## config.mk

```make
export PLATFORM = sky130hd
export DESIGN_NAME = vga_rd_sched
export DESIGN_NICKNAME = d
export VERILOG_FILES = /design/src/rtl/vga_rd_pkg.sv /design/src/rtl/vga_vs_edge.sv /design/src/rtl/vga_rd_sched.sv
export SDC_FILE = /design/constraint.sdc
export NUM_CORES = 1
export LEC_CHECK = 0
export ABC_AREA = 1
export BUFFER_PORTS_ARGS = -buffer_cell sky130_fd_sc_hd__buf_4
export CORE_UTILIZATION = 44
export DETAILED_ROUTE_END_ITERATION = 7
export GPL_TIMING_DRIVEN = 0
export PLACE_DENSITY = 0.62
export SLEW_MARGIN = 20
export SYNTH_ARGS = -nofsm -noshare
export SYNTH_HDL_FRONTEND = slang
export SYNTH_HIERARCHICAL = 1
export SYNTH_SLANG_ARGS = --single-unit
```

## constraint.sdc

```tcl
create_clock -name clk -period 2.65 [get_ports clk]
set_input_delay 0.3975 -clock clk [delete_from_list [all_inputs] [get_ports clk]]
set_output_delay 0.3975 -clock clk [all_outputs]
set_load 0.01 [all_outputs]
```

## src/rtl/vga_rd_pkg.sv

```systemverilog
// Shared definitions for the VGA read-side scheduler: FSM state encoding,
// frame/buffer defaults and the burst length shared with the SDRAM write side.
package vga_rd_pkg;

   typedef enum logic [2:0] {
      IDLE,
      START,
      CHECK,
      REQ,
      BUSY
   } rd_state_t;

   localparam int unsigned FRAME_WORDS_DEF = 307200;
   localparam int unsigned BURST_LEN_DEF   = 256;
   localparam int unsigned BUF0_BASE_DEF   = 32'h0000_0000;
   localparam int unsigned BUF1_BASE_DEF   = 32'h0010_0000;

   // Width of the per-frame word counters (remain / offset).
   localparam int unsigned CNT_W = 19;

   // Length of the next burst: a full burst, or whatever is left of the frame.
   function automatic logic [CNT_W-1:0] burst_len_of(input logic [CNT_W-1:0] remain,
                                                     input logic [CNT_W-1:0] burst);
      return (remain < burst) ? remain : burst;
   endfunction

endpackage

```

## src/rtl/vga_vs_edge.sv

```systemverilog
// Two-flop synchronizer plus rising-edge detector for a VGA sync input.
// Usable for vs or hs; the edge is reported two cycles after the input rises.
module vga_vs_edge (
   input  logic clk,
   input  logic rst,
   input  logic sig,
   output logic rise
);

   logic q1;
   logic q2;

   // Synchronize the sync input through two stages.
   always_ff @(posedge clk) begin
      if (rst) begin
         q1 <= 1'b0;
         q2 <= 1'b0;
      end else begin
         q1 <= sig;
         q2 <= q1;
      end
   end

   assign rise = q1 & ~q2;

endmodule

```

## src/rtl/vga_rd_sched.sv

```systemverilog
// VGA read-side scheduler: refills the VGA read FIFO with burst reads from the
// ping-pong frame buffer, picking the most recently completed camera frame at
// every VGA frame start.
// Optional statistics outputs (frame_cnt, underrun_cnt) are enabled by
// defining VGA_RD_SCHED_STAT_EN.
module vga_rd_sched
   import vga_rd_pkg::*;
#(
   parameter int unsigned       ADDR_W      = 22,
   parameter int unsigned       LEN_W       = 9,
   parameter int unsigned       BURST_LEN   = BURST_LEN_DEF,
   parameter int unsigned       FRAME_WORDS = FRAME_WORDS_DEF,
   parameter int unsigned       USEDW_W     = 10,
   parameter int unsigned       REFILL_TH   = 512,
   parameter logic [ADDR_W-1:0] BUF0_BASE   = ADDR_W'(BUF0_BASE_DEF),
   parameter logic [ADDR_W-1:0] BUF1_BASE   = ADDR_W'(BUF1_BASE_DEF)
) (
   input  logic               clk,
   input  logic               rst,
   input  logic               vga_vs,
   input  logic               wr_frame_done,
   input  logic               wr_buf,
   input  logic [USEDW_W-1:0] fifo_usedw,
   output logic               fifo_clr,
   output logic               rd_req,
   output logic [ADDR_W-1:0]  rd_addr,
   output logic [LEN_W-1:0]   rd_len,
   input  logic               rd_ack,
   input  logic               rd_done,
   output logic               active_buf,
   output logic               frame_busy
`ifdef VGA_RD_SCHED_STAT_EN
   ,
   output logic [15:0]        frame_cnt,
   output logic [15:0]        underrun_cnt
`endif
);

   localparam logic [CNT_W-1:0] FRAME_W = CNT_W'(FRAME_WORDS);
   localparam logic [CNT_W-1:0] BURST_W = CNT_W'(BURST_LEN);

   rd_state_t         state;
   logic              vs_rise;
   logic              ready_buf;
   logic              have_frame;
   logic              restart_pend;
   logic              restart_now;
   logic              burst_end;
   logic              fifo_low;
   logic [ADDR_W-1:0] base;
   logic [CNT_W-1:0]  remain;
   logic [CNT_W-1:0]  offset;
   logic [CNT_W-1:0]  next_len;
   logic [CNT_W-1:0]  done_len;

   vga_vs_edge u_vs_edge (
      .clk  (clk),
      .rst  (rst),
      .sig  (vga_vs),
      .rise (vs_rise)
   );

   assign fifo_low    = 32'(fifo_usedw) < REFILL_TH;
   assign next_len    = burst_len_of(remain, BURST_W);
   assign done_len    = CNT_W'(rd_len);
   assign restart_now = restart_pend | vs_rise;
   // An ack and done arriving together in REQ complete the burst immediately.
   assign burst_end   = ((state == REQ) && rd_ack && rd_done) ||
                        ((state == BUSY) && rd_done);

   // Remember the latest completed camera buffer.
   always_ff @(posedge clk) begin
      if (rst) begin
         have_frame <= 1'b0;
         ready_buf  <= 1'b0;
      end else if (wr_frame_done) begin
         have_frame <= 1'b1;
         ready_buf  <= wr_buf;
      end
   end

   // Frame fetch sequencer with registered outputs; fifo_clr is raised on
   // every transition into START so it is high exactly during START.
   always_ff @(posedge clk) begin
      if (rst) begin
         state        <= IDLE;
         fifo_clr     <= 1'b0;
         rd_req       <= 1'b0;
         rd_addr      <= BUF0_BASE;
         rd_len       <= '0;
         active_buf   <= 1'b0;
         frame_busy   <= 1'b0;
         base         <= BUF0_BASE;
         remain       <= '0;
         offset       <= '0;
         restart_pend <= 1'b0;
      end else begin
         fifo_clr <= 1'b0;
         case (state)
            IDLE: begin
               if (vs_rise && have_frame) begin
                  fifo_clr <= 1'b1;
                  state    <= START;
               end
            end
            START: begin
               active_buf   <= ready_buf;
               base         <= ready_buf ? BUF1_BASE : BUF0_BASE;
               remain       <= FRAME_W;
               offset       <= '0;
               frame_busy   <= 1'b1;
               restart_pend <= 1'b0;
               state        <= CHECK;
            end
            CHECK: begin
               if (vs_rise) begin
                  fifo_clr <= 1'b1;
                  state    <= START;
               end else if (remain == '0) begin
                  frame_busy <= 1'b0;
                  state      <= IDLE;
               end else if (fifo_low) begin
                  rd_addr <= base + ADDR_W'(offset);
                  rd_len  <= LEN_W'(next_len);
                  rd_req  <= 1'b1;
                  state   <= REQ;
               end
            end
            REQ, BUSY: begin
               if ((state == REQ) && rd_ack) begin
                  rd_req <= 1'b0;
               end
               if (burst_end) begin
                  offset       <= offset + done_len;
                  remain       <= remain - done_len;
                  restart_pend <= 1'b0;
                  if (restart_now) begin
                     fifo_clr <= 1'b1;
                     state    <= START;
                  end else begin
                     state <= CHECK;
                  end
               end else begin
                  restart_pend <= restart_now;
                  if ((state == REQ) && rd_ack) begin
                     state <= BUSY;
                  end
               end
            end
            default: state <= IDLE;
         endcase
      end
   end

`ifdef VGA_RD_SCHED_STAT_EN
   // Count frame starts and cycles where the FIFO ran dry mid-frame.
   always_ff @(posedge clk) begin
      if (rst) begin
         frame_cnt    <= '0;
         underrun_cnt <= '0;
      end else begin
         if (state == START) begin
            frame_cnt <= frame_cnt + 16'd1;
         end
         if ((state == CHECK) && frame_busy && (fifo_usedw == '0) &&
             (underrun_cnt != '1)) begin
            underrun_cnt <= underrun_cnt + 16'd1;
         end
      end
   end
`endif

endmodule

```

==> impl_metrics.csv <==
group,metric,value,unit
status,status,"finished clean",
grt,met1_usage,28.2,%
setup_path,crit_path_max_incr_delay,0.45,ns
sta,clock.fmax,0.465,GHz
yosys,syn_area,4500,um2
setup_path,critPathCaptureType,"register",
route,ant_nets,0,
sta,tns,0,ns
yosys,synth_top_cell_by_area,"dfxtp_1",
clock_tree,clk_latency,0.36,ns
setup_path,cp.required,2.90,ns
sta,rsz0062_at_grt,"false",
route,vias_per_cell,4.95,
placed_design,port_buffers,40,
min_path,hold_depth,2,
grt,grt_pass1_vias,3961,
clock_tree,cts_buffers,9,
clock_tree,cts_resized,0,
grt,use_met2,39.3,%
route,drt_first_pass_iters,5,
job,cap_viol_max_count,0,
route,vias,4275,
grt,grt_antenna_before_repair,0,
clock_tree,cts_buffer_depth,2,
route,drt_iter0_markers,160,
placed_design,dpl_cell_area,4970,um2
grt,grt_max_degree,16,
yosys,synth_enable_flop_cells,0,
die,num_rows,36,
sta,setup_ws,0.497,ns
yosys,synth_top_area_share,35.2,%
finish,drive_above_1_share,13.0,%
die,core,9820,um2
clock_tree,cts.sinks,79,
setup_path,worstSetupStartpointType,"register",
die,dieHeight,103,um
clock_tree,cts_tree,"yes",
grt,grt_usage,22.6,%
finish,finalNetCount,762,
finish,antenna_cells,0,
power_and_ir_drop,vdd_drop_max,0.000821,V
setup_path,arrival,2.40,ns
sta,post-route-period-util,81.2,%
placed_design,placed_cells,847,
setup_path,crit_type,"register to register",
route,routedWlPerCell,12.8,um
grt,grt_use_met3,4.68,%
min_path,min_from,"wr_frame_done",
setup_path,crit_fanout,3,
clock_tree,clkTransAtPathRegs,0.09,ns
yosys,avgSynthCellArea,6.68,um2
sta,skew,0.0134,ns
grt,grt_pass1_wl,18500,um
setup_path,r2r_end,"remain[12]",
die,die_w,103,um
yosys,ys_async_sr_fraction,0,%
finish,stdcell_count,863,
finish,fin_area,5150,um2
placed_design,dp_hpwl,8390,um
grt,top_usage_layer,"met2",
die,initial_core_util,45.8,%
finish,area_delta_synth_final,14.4,%
yosys,yosysSeqAreaShare,35.2,%
power_and_ir_drop,power_density,1040,nW/um2
placed_design,pre_cts_slack,0.531,ns
setup_path,r2r_slack,0.50,ns
setup_path,r2r.worst_path.cells,14,
yosys,yosys_warnings,6,
sta,worst_pin_slew,0.568,ns
yosys,ys_types,41,
route,drc,0,
die,ios,52,
yosys,yosysMostFrequentCell,"nand2_1",
setup_path,cp_cell_sequence,"inv_1 > ha_1 > inv_1 > fa_1 > nand3_1 > nand3_1 > nand2_1 > nand2_1 > nand2_1 > nand3_1 > nand2_1 > nand3_1 > nand2_1 > inv_1",
yosys,ys.flop_type,"dfxtp_1",
die,dieArea,10600,um2
clock_tree,h-tree-depth,3,
setup_path,crit_path_frequent_cell,"nand2_1",
setup_path,worstReg2RegStart,"remain[0]",
yosys,synth_seq_cells,79,
yosys,ys_top_cells_by_count,"nand2_1 (165), inv_1 (113), dfxtp_1 (79), nor2_1 (79), a21oi_1 (62)",
sta,slew_viol_final,0,
route,drt_wl_total,11100,um
min_path,hold_path_end,"ready_buf",
placed_design,place_congestion,0.855,
sta,finalSetupViolations,0,
finish,nFillCells,1031,
sta,period_needed,2.15,ns
yosys,synthTopCellsByArea,"dfxtp_1 (35%), nand2_1 (14%), inv_1 (9.4%), a21oi_1 (6.9%), nor2_1 (6.6%)",
clock_tree,cts_root_buffer,"clkbuf_8",
clock_tree,ctsHoldBuffers,0,
sta,hold_viol_final,0,
min_path,min-delay-path-class,"input port to register",
sta,max_slew_margin,62.2,%
power_and_ir_drop,power.leakage,2.42,nW
clock_tree,post_cts_buffers,0,
yosys,synthCells,673,
grt,overflow,0,
sta,hold_ws,0.219,ns
setup_path,critical_path.slowest_cell,"fa_1",
## layout by cell type (no fill, tap or decap), drive strengths merged, types with 8 or more instances in the layout
cell type | netlist | final
nor2 | 83 | 83
dfxtp | 79 | 79
nand3 | 40 | 40
inv | 116 | 119
o21ai | 38 | 38
nand2 | 168 | 168
clkbuf | 3 | 12
nand4 | 9 | 9
a211oi | 8 | 8
a21oi | 62 | 62
ha | 18 | 18
buf | 16 | 56
## state kept, by name, indices dropped and copies added, names as in the netlist, 3 cells and up
name     flops
rd_addr     20
state        3
offset      19
rd_len       9
remain      19
## per-layer routing
metal  vias to the layer above  share of wire [%]  routed length (um)
li1                       2220                  -                   -
met1                      1926                 47                5140
met2                       114                 46                5120
met3                        15                5.3                 586
met4                         0                1.8                 202
met5                         -                  0                   0
## cells by family (layout without fill, tap and decap cells)
kind of cell	after synthesis	after routing	share of synthesized area (%)
xor gates and xnor gates	11	11	2.14
DFF	79	79	35.2
and+or+nand+nor	312	312	29.9
buffers and inverters	135	191	12.5
other	1	2	0.0834
AOI/OAI and AO/OA	115	115	14.4
adders and majority gates	20	20	5.90
## report_power, final
part	switching (mW)	internal [mW]	leakage, nW
clock	0.501	0.350	0.0879
sequential	0.216	1.42	0.641
combinational	1.87	1.01	1.69
total	2.58	2.77	2.42
## stage by stage
step	total power [mW]	utilization (%)
global route	5.89	52.4
floorplan	3.80	-
detailed placement	4.52	50.6
finish	5.36	52.4
CTS	5.37	52.4
global placement	4.46	50.6
## worst max path at each step
| stage | from | endpoint | slack, ns | depth (start not counted) |
|---|---|---|---|---|
| finish | remain[0] | remain[12] | 0.50 | 14 |
| global route | remain[0] | remain[16] | 0.29 | 13 |
| CTS | remain[0] | remain[16] | 0.51 | 12 |
| detailed placement | remain[0] | remain[16] | 0.53 | 12 |
| global placement | remain[0] | remain[12] | 0.58 | 14 |
| floorplan | rd_len[0] | remain[12] | 0.81 | 13 |
## layout make-up
type	count	area [um2]	share of cell area, %
Timing Repair Buffer	40	300	5.84
Clock buffer	9	124	2.41
Clock inverter	7	53.8	1.05
Multi-Input combinational cell	460	2360	45.9
Tap cell	133	166	3.23
Sequential cell	79	1580	30.7
Inverter	116	435	8.46
Buffer	19	125	2.43
## critical path, delay by kind of cell, from the launching register on
| kind | cells | cell delay [ns] |
|---|---|---|
| simple gates | 9 | 0.82 |
| fa+ha+maj | 2 | 0.66 |
| flops | 1 | 0.33 |
| buf+inv | 3 | 0.23 |
Note: power is estimated with default switching activity, not from simulation.
